## config.mk

```make
export PLATFORM = sky130hd
export DESIGN_NAME = cpu_run_ctrl_flat
export DESIGN_NICKNAME = d
export VERILOG_FILES = /design/src/rtl/cpu_run_ctrl_if.sv /design/src/rtl/cpu_run_ctrl.sv /design/src/flat_wrapper.sv
export SDC_FILE = /design/constraint.sdc
export NUM_CORES = 1
export LEC_CHECK = 0
export CORE_MARGIN = 4
export CORE_UTILIZATION = 63
export DETAILED_ROUTE_END_ITERATION = 7
export DONT_BUFFER_PORTS = 1
export PLACE_DENSITY = 0.89
export SLEW_MARGIN = 20
export SYNTH_ARGS = -nofsm -noshare
export SYNTH_HDL_FRONTEND = slang
export SYNTH_SLANG_ARGS = --single-unit
```

## constraint.sdc

```tcl
create_clock -name clk -period 3.44 [get_ports clk]
set_clock_uncertainty 0.15 [all_clocks]
set_input_delay 0.172 -clock clk [delete_from_list [all_inputs] [get_ports clk]]
set_output_delay 0.172 -clock clk [all_outputs]
set_load 0.1 [all_outputs]
```

## src/rtl/cpu_run_ctrl_if.sv

```systemverilog
// Run-control bundle: button levels and core halt request in,
// core clock-enable, run state and retired-instruction count out.
interface cpu_run_ctrl_if;
  logic        btn_run;
  logic        btn_step;
  logic        btn_halt;
  logic        halt_req;
  logic        cpu_ce;
  logic [1:0]  state;
  logic [31:0] instr_count;
`ifdef CPU_RUN_CTRL_BREAKPOINT_EN
  logic [31:0] pc;
  logic [31:0] bp_addr;
  logic        bp_en;
  logic        bp_hit;

  modport master (
    output btn_run, btn_step, btn_halt, halt_req,
    output pc, bp_addr, bp_en,
    input  cpu_ce, state, instr_count, bp_hit
  );
  modport slave (
    input  btn_run, btn_step, btn_halt, halt_req,
    input  pc, bp_addr, bp_en,
    output cpu_ce, state, instr_count, bp_hit
  );
`else
  modport master (
    output btn_run, btn_step, btn_halt, halt_req,
    input  cpu_ce, state, instr_count
  );
  modport slave (
    input  btn_run, btn_step, btn_halt, halt_req,
    output cpu_ce, state, instr_count
  );
`endif
endinterface

```

## src/rtl/cpu_run_ctrl.sv

```systemverilog
// Run/step/halt controller gating the single-cycle core clock-enable.
// Define CPU_RUN_CTRL_BREAKPOINT_EN to add a single PC breakpoint.
module cpu_run_ctrl #(
  parameter int unsigned RUN_DIV     = 1,
  parameter int unsigned STEP_CYCLES = 1
) (
  input  logic         clk,
  input  logic         reset,
  cpu_run_ctrl_if.slave bus
);

  typedef enum logic [1:0] {
    IDLE   = 2'b00,
    RUN    = 2'b01,
    STEP   = 2'b10,
    HALTED = 2'b11
  } state_t;

  localparam logic [15:0] DIV_MAX  = 16'(RUN_DIV - 1);
  localparam logic [7:0]  STEP_MAX = 8'(STEP_CYCLES - 1);

  state_t      state_q, state_d;
  logic [15:0] div_q, div_d;
  logic [7:0]  step_q, step_d;
  logic [31:0] cnt_q, cnt_d;
  logic [2:0]  hist_q, hist_d;

  logic ev_halt, ev_step, ev_run;
  logic active, bp_stop, stop, cpu_ce;

`ifdef CPU_RUN_CTRL_BREAKPOINT_EN
  logic bp_hit_q, bp_hit_d;

  assign bp_stop = (state_q == RUN) & bus.bp_en
                 & (bus.pc == bus.bp_addr);

  always_comb begin
    bp_hit_d = bp_hit_q;
    if (state_q == RUN && stop)
      bp_hit_d = bp_stop;
    else if (state_q == HALTED && ev_halt)
      bp_hit_d = 1'b0;
  end

  always_ff @(posedge clk) begin
    if (reset) bp_hit_q <= 1'b0;
    else       bp_hit_q <= bp_hit_d;
  end

  assign bus.bp_hit = bp_hit_q;
`else
  assign bp_stop = 1'b0;
`endif

  // Events are priority-resolved here: halt > step > run.
  assign ev_halt = bus.btn_halt & ~hist_q[2];
  assign ev_step = bus.btn_step & ~hist_q[1] & ~ev_halt;
  assign ev_run  = bus.btn_run  & ~hist_q[0] & ~ev_halt & ~ev_step;

  assign active = (state_q == RUN) | (state_q == STEP);
  assign stop   = (active & bus.halt_req) | bp_stop;

  assign cpu_ce = ~reset & ~bus.halt_req & ~bp_stop
                & (((state_q == RUN) & (div_q == DIV_MAX))
                   | (state_q == STEP));

  always_comb begin
    hist_d  = {bus.btn_halt, bus.btn_step, bus.btn_run};
    state_d = state_q;
    div_d   = div_q;
    step_d  = step_q;
    cnt_d   = cnt_q + 32'(cpu_ce);
    unique case (state_q)
      IDLE: begin
        if (ev_step) begin
          state_d = STEP;
          step_d  = '0;
        end else if (ev_run) begin
          state_d = RUN;
          div_d   = '0;
        end
      end
      RUN: begin
        if (stop)
          state_d = HALTED;
        else if (ev_halt)
          state_d = IDLE;
        else if (div_q == DIV_MAX)
          div_d = '0;
        else
          div_d = div_q + 16'd1;
      end
      STEP: begin
        if (stop)
          state_d = HALTED;
        else if (step_q == STEP_MAX)
          state_d = IDLE;
        else
          step_d = step_q + 8'd1;
      end
      HALTED: begin
        if (ev_halt)
          state_d = IDLE;
      end
      default: state_d = IDLE;
    endcase
  end

  // History resets high so a button held through reset is not an event.
  always_ff @(posedge clk) begin
    if (reset) begin
      state_q <= IDLE;
      div_q   <= '0;
      step_q  <= '0;
      cnt_q   <= '0;
      hist_q  <= '1;
    end else begin
      state_q <= state_d;
      div_q   <= div_d;
      step_q  <= step_d;
      cnt_q   <= cnt_d;
      hist_q  <= hist_d;
    end
  end

  assign bus.cpu_ce      = cpu_ce;
  assign bus.state       = state_q;
  assign bus.instr_count = cnt_q;

endmodule

```

## src/flat_wrapper.sv

```systemverilog
// flat-port wrapper written by rule: the top's interface ports become plain ports
module cpu_run_ctrl_flat 
#(
  parameter int unsigned RUN_DIV     = 1,
  parameter int unsigned STEP_CYCLES = 1
)
  (clk, reset, bus_btn_run, bus_btn_step, bus_btn_halt, bus_halt_req, bus_cpu_ce, bus_state, bus_instr_count);
  cpu_run_ctrl_if bus_i ();
  input  logic clk;
  input  logic reset;
  input wire logic [$bits(bus_i.btn_run)-1:0] bus_btn_run;
  input wire logic [$bits(bus_i.btn_step)-1:0] bus_btn_step;
  input wire logic [$bits(bus_i.btn_halt)-1:0] bus_btn_halt;
  input wire logic [$bits(bus_i.halt_req)-1:0] bus_halt_req;
  output wire logic [$bits(bus_i.cpu_ce)-1:0] bus_cpu_ce;
  output wire logic [$bits(bus_i.state)-1:0] bus_state;
  output wire logic [$bits(bus_i.instr_count)-1:0] bus_instr_count;
  assign bus_i.btn_run = bus_btn_run;
  assign bus_i.btn_step = bus_btn_step;
  assign bus_i.btn_halt = bus_btn_halt;
  assign bus_i.halt_req = bus_halt_req;
  assign bus_cpu_ce = bus_i.cpu_ce;
  assign bus_state = bus_i.state;
  assign bus_instr_count = bus_i.instr_count;
  cpu_run_ctrl #(.RUN_DIV(RUN_DIV), .STEP_CYCLES(STEP_CYCLES)) u_core (.clk(clk), .reset(reset), .bus(bus_i));
endmodule
```

# Word level (Yosys, flattened, before mapping)
# Cells that the tools add are included.
[word_totals] regBits=61 inputBits=6 elab_cells=64
[op_classes] addsub=3 n_eq_ne=12 muxes=17 bitwise_logic=19 reduce_logical=8
[ops] cell="$mux 16" count=5
[ops] cell="$add 32x1->32" count=1
[ops] cell="$pmux 16 s2" count=1
[ops] cell="$mux 8" count=3
[ops] cell="$add 16x1->16 const B" count=1
[ops] cell="$logic_not 16->1" count=1
[ops] cell="$pmux 8 s2" count=1
[ops] cell="$mux 2" count=6
[ops] cell="$and 1x1->1" count=10
[ops] cell="$ne 2x2->1 const B" count=5
[ops] cell="$add 8x1->8 const B" count=1
[ops] cell="$logic_not 8->1" count=1
[ops] cell="$pmux 2 s4" count=1
[ops] cell="$not 1->1" count=7
[ops] cell="$reduce_and 5->1" count=1
[ops] cell="$eq 2x2->1 const B" count=2
[ops] cell="$ne 2x1->1 const B" count=2
[ops] cell="$reduce_and 4->1" count=1
[ops] cell="$reduce_bool 2->1" count=2
[ops] cell="$ne 3x1->1 const B" count=1
[ops] cell="$ne 3x2->1 const B" count=1
[ops] cell="$eq 2x1->1 const B" count=1
[ops] cell="$logic_not 2->1" count=1
[ops] cell="$or 1x1->1" count=2
[ops] cell="$reduce_and 2->1" count=1

# Depth between registers and ports, before layout
# Gate-level depths: netlist of run 1.
[depth] ltp_word=9 mapped_depth=14

# Worst setup path after synthesis of run 1
# Ideal clock, no wire load.
[synth_timing] path_kind="register to register" start="register u_core.state_q[0], in the netlist u_core.bus.state[0]" end="register u_core.cnt_q[22], in the netlist u_core.bus.instr_count[22]" setup_ns=0.128 arrival_ns=5.246 required_ns=3.162 setup_slack_ns=-2.084 stages_incl_launch_ff=12 path_buffers=1 synth_period_minus_slack_ns=5.524 path_cell_list="dfxtp_1 > ha_1 > a21oi_1 > nor3_1 > ha_1 > ha_1 > and3_1 > nand4_1 > clkbuf_1 > nor4_1 > xnor2_1 > nor2_1"
[synth_via] elab_chain_cells=5 elab_cells_between_ends=6
[synth_lines] item="start, declared" line="cpu_run_ctrl.sv:22" text="state_t state_q, state_d;"
[synth_lines] item="start signal, assigned" line="cpu_run_ctrl.sv:118" text="state_q <= state_d;"
[synth_lines] item="$eq 2x1->1" line="cpu_run_ctrl.sv:64" text="& (((state_q == RUN) & (div_q == DIV_MAX))"
[synth_lines] item="$and 1x1->1" line="cpu_run_ctrl.sv:64"
[synth_lines] item="$or 1x1->1 *" line="cpu_run_ctrl.sv:65" text="| (state_q == STEP));"
[synth_lines] item="$and 1x1->1 *" line="cpu_run_ctrl.sv:64"
[synth_lines] item="net bus_cpu_ce" line="flat_wrapper.sv:15" text="output wire logic [$bits(bus_i.cpu_ce)-1:0] bus_cpu_ce;"
[synth_lines] item="$add 32x1->32 *" line="cpu_run_ctrl.sv:72" text="cnt_d = cnt_q + 32'(cpu_ce);"
[synth_lines] item="end signal, assigned" line="cpu_run_ctrl.sv:121" text="cnt_q <= cnt_d;"
[synth_lines] item="end, declared" line="cpu_run_ctrl.sv:25" text="logic [31:0] cnt_q, cnt_d;"
# Mark *: on every way through the listed nets, which the timed path passes. The rest lies on a longest branch.
# A chain may end at the register's enable or synchronous reset.

# Worst setup path after layout of run 1
[layout_timing] start="register u_core.div_q[4]" end="register u_core.cnt_q[11], in the netlist u_core.bus.instr_count[11]"
[layout_via] elab_chain_cells=5
[layout_lines] item="start, declared" line="cpu_run_ctrl.sv:23" text="logic [15:0] div_q, div_d;"
[layout_lines] item="start signal, assigned" line="cpu_run_ctrl.sv:119" text="div_q <= div_d;"
[layout_lines] item="$logic_not 16->1" line="cpu_run_ctrl.sv:64"
[layout_lines] item="$and 1x1->1" line="cpu_run_ctrl.sv:64"
[layout_lines] item="$or 1x1->1" line="cpu_run_ctrl.sv:65"
[layout_lines] item="$and 1x1->1" line="cpu_run_ctrl.sv:64"
[layout_lines] item="$add 32x1->32" line="cpu_run_ctrl.sv:72"
# No other way between the ends.

==> results of run 1 <==
flip-flops by register name, indices dropped and copies added (netlist names):
register / count
u_core.bus.state: 2
u_core.bus.instr_count: 32
u_core.step_q: 8
u_core.div_q: 16
u_core.hist_q: 3
worst min path at each step:
| stage | to | cells after the start |
|---|---|---|
| global placement | u_core.div_q[1] | 1 |
| finish | u_core.div_q[7] | 3 |
| CTS | u_core.step_q[2] | 3 |
| global route | u_core.step_q[2] | 3 |
| detailed placement | u_core.div_q[1] | 1 |
| floorplan | u_core.hist_q[0] | 1 |
per-stage QoR:
| stage | cells | power [W] | TNS, ps | cell area, um^2 | hold WS (ps) |
|---|---|---|---|---|---|
| after detailed placement | 456 | 0.001294 | 0 | 3471 | 94.32 |
| after floorplan | 371 | 0.001205 | -134.0 | 3229 | 125.8 |
| final | 478 | 0.002001 | 0 | 3756 | 60.76 |
| after global placement | 456 | 0.001280 | 0 | 3471 | 89.32 |
| after CTS | 478 | 0.001987 | 0 | 3751 | 33.03 |
| after global routing | 478 | 0.002088 | 0 | 3756 | 63.96 |
critical path, cell delays in order (launching register included):
cell	delay, ps
dfxtp_1	410
nor4b_4	320
and4_1	290
a21oi_2	90
nor3_4	210
ha_2	230
and3_1	290
nand4_1	170
xor2_1	170
nor2_1	50
dlygate4sd3_1	560
final cells by class:
cell class / count / area share [%]
sequential: 61 / 32.78
multi-input combinational: 281 / 49.43
clock buffer: 13 / 4.497
inverter: 13 / 1.299
timing repair buffer: 40 / 8.661
tap: 67 / 2.232
clock inverter: 3 / 1.099
cell families (layout without fill, tap and decap cells):
family | count (synthesis) | count (layout) | share of synthesized area [%]
flops | 61 | 61 | 39.51
xor+xnor | 32 | 32 | 9.069
compound gates | 59 | 59 | 10.89
fa+ha+maj | 10 | 10 | 4.049
buf+inv | 29 | 69 | 4.048
simple gates | 178 | 178 | 31.74
mux | 2 | 2 | 0.6882
power groups by stage:
stage	registers (W)	clock network [W]	logic, W
after global routing	0.000838	0.000711	0.000538
final	0.000836	0.000676	0.000488
after CTS	0.000836	0.000678	0.000472
after detailed placement	0.000852	0	0.000443
after floorplan	0.000864	0	0.000340
after global placement	0.000849	0	0.000430
cells in the final DEF, fill, tap and decap left out, drive strengths merged, types with 2 or more instances in the layout:
cell type | netlist | routed
a21oi | 23 | 23
a31oi | 3 | 3
or2 | 5 | 5
or3 | 14 | 14
a221oi | 2 | 2
nor2b | 8 | 8
dfxtp | 61 | 61
and3 | 5 | 5
and2 | 2 | 2
nand4 | 10 | 10
clkbuf | 11 | 13
nor4b | 3 | 3
ha | 10 | 10
a21o | 2 | 2
o21ai | 21 | 21
nand3 | 21 | 21
buf | 5 | 35
nor4 | 11 | 11
xnor2 | 22 | 22
and2b | 2 | 2
nand4b | 2 | 2
and4 | 6 | 6
a211oi | 2 | 2
inv | 13 | 14
nand2b | 2 | 2
dlygate4sd3 | 0 | 5
nand2 | 23 | 23
nor2 | 47 | 47
or4 | 5 | 5
xor2 | 10 | 10
nor3 | 8 | 8
Yosys cell counts (all sizes together), types with 3 or more instances:
cell	n
a21oi	23
buf	5
nor2b	8
nand4	10
xor2	10
a31oi	3
nand3	21
nor3	8
o21ai	21
dfxtp	61
ha	10
inv	13
clkbuf	11
or4	5
nor4	11
and3	5
nor2	47
xnor2	22
or2	5
and4	6
nor4b	3
or3	14
nand2	23
routing by layer:
metal / up-vias / share of wire (%) / GRT usage, %
met4: 0 / 3.9 / 16.61
met2: 125 / 50 / 46.58
met1: 1353 / 39 / 30.90
met3: 33 / 6.8 / 7.798
met5: - / 0 / 0
li1: 1380 / - / -
timing repair:
item | CTS | global route
endpoints found under the hold margin | 61 | 0
gates resized for setup | 0 | 1
setup endpoints to repair | 0 | 1
hold buffers | 6 | 0
==> results.cfg, run 1 <==
[synth]
avgSynthCellArea_um2 = 8.330
yosysUniqueCellTypes = 51
yosysWarnings = 0
ys_seq_area_share_pct = 39.51
ys_ff_latch = 61
synth.top_cells.by_area = dfxtp_1 40%, xnor2_1 6.2%, nor2_1 5.7%, ha_1 4.0%, a21oi_1 3.7%
yosysTopAreaCellShare_pct = 39.51
synth_cells = 371
synth.net_count = 387
async_flop_share_pct = 0
synth_top_area_cell = dfxtp_1
synth-edff-count = 0
netlist_area_um2 = 3090
synth-main-ff-cell = dfxtp_1

[sta]
rsz0062_at_grt = false
slew_viol_final = 0
setup_viol = 0
max_freq_mhz = 327.5
fin_ws_ps = 386.7
period_share_pct = 88.76
relSlewSlack_pct = 33.38
hold_viol = 0
fin_crit_ps = 3053
worstMarginPinSlew_ps = 998.0

[global_route]
grt_overflow = 0
grt_pass1_vias = 2867
grt_pass1_wl_um = 13240
grt_usage_pct = 27.63
antenna_found_initial = 0
grt_max_degree = 57

[route]
routed_wl_um = 8017
drtIter0Drc = 259
vias = 2891
ant_nets = 0
firstDrtPassIters = 5
drc = 0
routedWlPerCell_um = 16.77
via_per_inst = 6.048

[setup_path]
required_ps = 3530
worstSetupPathType = reg -> reg
crit_path_end = u_core.bus.instr_count[11]
r2r-end = u_core.bus.instr_count[11]
cp-startpoint = u_core.div_q[4]
r2r_setup_slack_ps = 390
endpoint_kind = register
r2r_start = u_core.div_q[4]
cp-start-kind = register
rr_worst_depth = 10
worstPathMaxFanout = 9
cp.arrival_ps = 3140

[status]
status = finished clean

[die]
start_util_pct = 65.43
rows = 25
die-area_um2 = 6090
die_w_um = 78.04
pin_count = 41
die_h_um = 78.04
core_area_um2 = 4723

[place]
hpwl_um = 4723
pre_cts_ws_ps = 331.2
place_congestion = 0.8831
io_buffer_count = 0

[cts]
tritoncts = yes
clockRootBuffer = clkbuf_8
insertion_delay_ps = 350
cts_setup_buffers = 0
htreeDepth = 3
cts_made_buffers = 9
clock-sinks = 61
cts_buffer_depth = 2
path_clk_slew_ps = 70

[finish]
nFillCells = 287
multi_input_area_um2 = 1857
drive_gt1_share_pct = 19.95
syn_to_final_growth_pct = 21.54
n_antenna_cell = 0
final_util_pct = 79.52
regArea_um2 = 1231
fin_nets = 422

[pwr]
vdd_ir_drop_max_mv = 0.5711
p_per_area_nw_per_um2 = 532.7
p_clk_share_pct = 33.8
p_leak_nw = 1.356
netSwitchingPower_w = 0.0007158
p_int_w = 0.001285
p_seq_share_pct = 41.8
p_sw_share_pct = 35.78
p_comb_share_pct = 24.4

[min_path]
hold_start = bus_halt_req
hold_path_class = in -> reg

[run]
drv_cap = 0
No activity file was read; power rests on OpenSTA's default activity.
==> inputs of run 2 (changes only) <==
Settings changed: GPL_TIMING_DRIVEN from default to 0, MAX_ROUTING_LAYER from default to met4.
==> run 2 against run 1 <==
The run now ends with setup timing left. Wire length grew 5.7%. Combinational power decreased by 5.7%. Non-clock buffer count decreased by 9. Die area stayed put. Via count rose by 3.4%. Power shrank 3.5%. First-iteration DRC count is 4.6% lower. Core utilization up 0.32 points.
==> results.cfg, run 2 (synthesized netlist as in run 1, its figures left out) <==
[status]
violations = setup timing
status = finished with violations

[route]
routed_wl_um = 8472
vias = 2989
drtIter0Drc = 247
firstDrtPassIters = 6
via_per_inst = 6.387
drc = 0
ant_nets = 0
routedWlPerCell_um = 18.10

[pwr]
p_per_area_nw_per_um2 = 511.7
p_leak_nw = 1.365
vdd_ir_drop_max_mv = 0.4132

[sta]
worstMarginPinSlew_ps = 1175
max_freq_mhz = 267.4
tns_ps = -3140
slew_viol_final = 0
setup_viol = 20
fin_crit_ps = 3739
period_share_pct = 108.7
hold_viol = 0
relSlewSlack_pct = 21.56
rsz0062_at_grt = true
fin_ws_ps = -299.1
whs_ps = 27.94

[cts]
cts_made_buffers = 9
htreeDepth = 3
clock-sinks = 61
insertion_delay_ps = 360
cts_buffer_depth = 2
path_clk_slew_ps = 70
clockRootBuffer = clkbuf_8
tritoncts = yes

[global_route]
grt_usage_pct = 27.90
grt_pass1_vias = 2897
antenna_found_initial = 0
grt_max_degree = 11
grt_overflow = 0
top_usage_layer = met2
use_met2_pct = 45.46
grt_pass1_wl_um = 13210
use_met1_pct = 32.58
met3_usage_pct = 6.422

[place]
hpwl_um = 5018
place_congestion = 0.9008
io_buffer_count = 0

[setup_path]
cp.arrival_ps = 3830
worstSetupPathType = reg -> reg
cp-start-kind = register
worstPathMaxFanout = 5
required_ps = 3530
endpoint_kind = register

[finish]
fin_nets = 413
n_antenna_cell = 0
drive_gt1_share_pct = 18.45
syn_to_final_growth_pct = 22.02
layout_commonest_cell = dfxtp_1
layout_common_cells = 56 x dfxtp_1, 46 x nor2_1, 23 x nand2_1
largest_reg_flops = 32

[min_path]
hold_path_class = in -> reg

[die]
pin_count = 41
rows = 25
die_w_um = 78.04
start_util_pct = 65.43
die_h_um = 78.04
core_area_um2 = 4723
die-area_um2 = 6090

[run]
drv_cap = 0
==> run 2: changes by cell type in the layout (fill, tap and decap cells not counted), sizes merged <==
cell,change
buf,-20
clkbuf,+10
clkinvlp,+2
bufinv,-1
inv,-1
==> run 2: timing repair <==
item | in CTS | in global routing
gates resized for setup | 13 | 19
endpoints found under the hold margin | 10 | 0
pin swaps | 5 | 3
hold buffers | 5 | 0
setup buffers | 5 | 4
endpoints found under the setup margin | 24 | 24
cloned | 2 | 0
==> run 2: final cells by class <==
type / instances / area, um^2
buffer: 15 / 90.09
sequential: 61 / 1235
fill: 282 / 952.2
clock buffer: 12 / 165.2
tap: 67 / 83.83
clock inverter: 3 / 20.02
multi-input combinational: 281 / 1986
timing repair buffer: 16 / 140.1
inverter: 13 / 51.30
==> run 2: path summary, 6_finish.rpt <==
check                                 startpoint                         end  slack [ps]  cells after the start
worst min-delay path                bus_halt_req            u_core.step_q[2]          30                      3
worst min register to register  u_core.step_q[7]            u_core.step_q[7]         360                      2
worst max-delay path             u_core.div_q[0]  u_core.bus.instr_count[22]        -300                     15
worst max register to register   u_core.div_q[0]  u_core.bus.instr_count[22]        -300                     15
==> run 2: per-layer routing <==
metal,vias to the layer above,part of all wire [%]
li1,1365,-
met1,1429,39
met2,163,50
met3,32,7.4
met4,0,3.5
met5,-,0
==> run 2: through the flow <==
stage / instances / setup slack (ps) / instance area (um^2) / util [%] / power [W]
2_1_floorplan: 371 / -49.96 / 3229 / - / 0.001205
3_3_place_gp: 438 / -343.4 / 3313 / 70.15 / 0.001288
3_5_place_dp: 438 / -421.5 / 3313 / 70.15 / 0.001303
4_1_cts: 464 / -224.9 / 3642 / 77.11 / 0.001903
5_1_grt: 468 / -436.3 / 3771 / 79.84 / 0.002005
6_report: 468 / -299.1 / 3771 / 79.84 / 0.001930
==> run 2: power breakdown <==
group / switching, W / internal, W
Combinational: 0.000311 / 0.000149
Sequential: 0.000120 / 0.000734
Clock: 0.000300 / 0.000315
==> run 2: critical path, cell delays in order (launching register included) <==
cell	delay, ps
dfxtp_2	320
inv_2	70
ha_4	120
nor4b_4	220
and4_4	290
a21oi_4	60
nor3_4	810
ha_2	380
ha_4	140
and3_4	190
nand4_1	180
buf_4	200
buf_6	130
nor4_4	140
xnor2_1	150
nor2_1	50
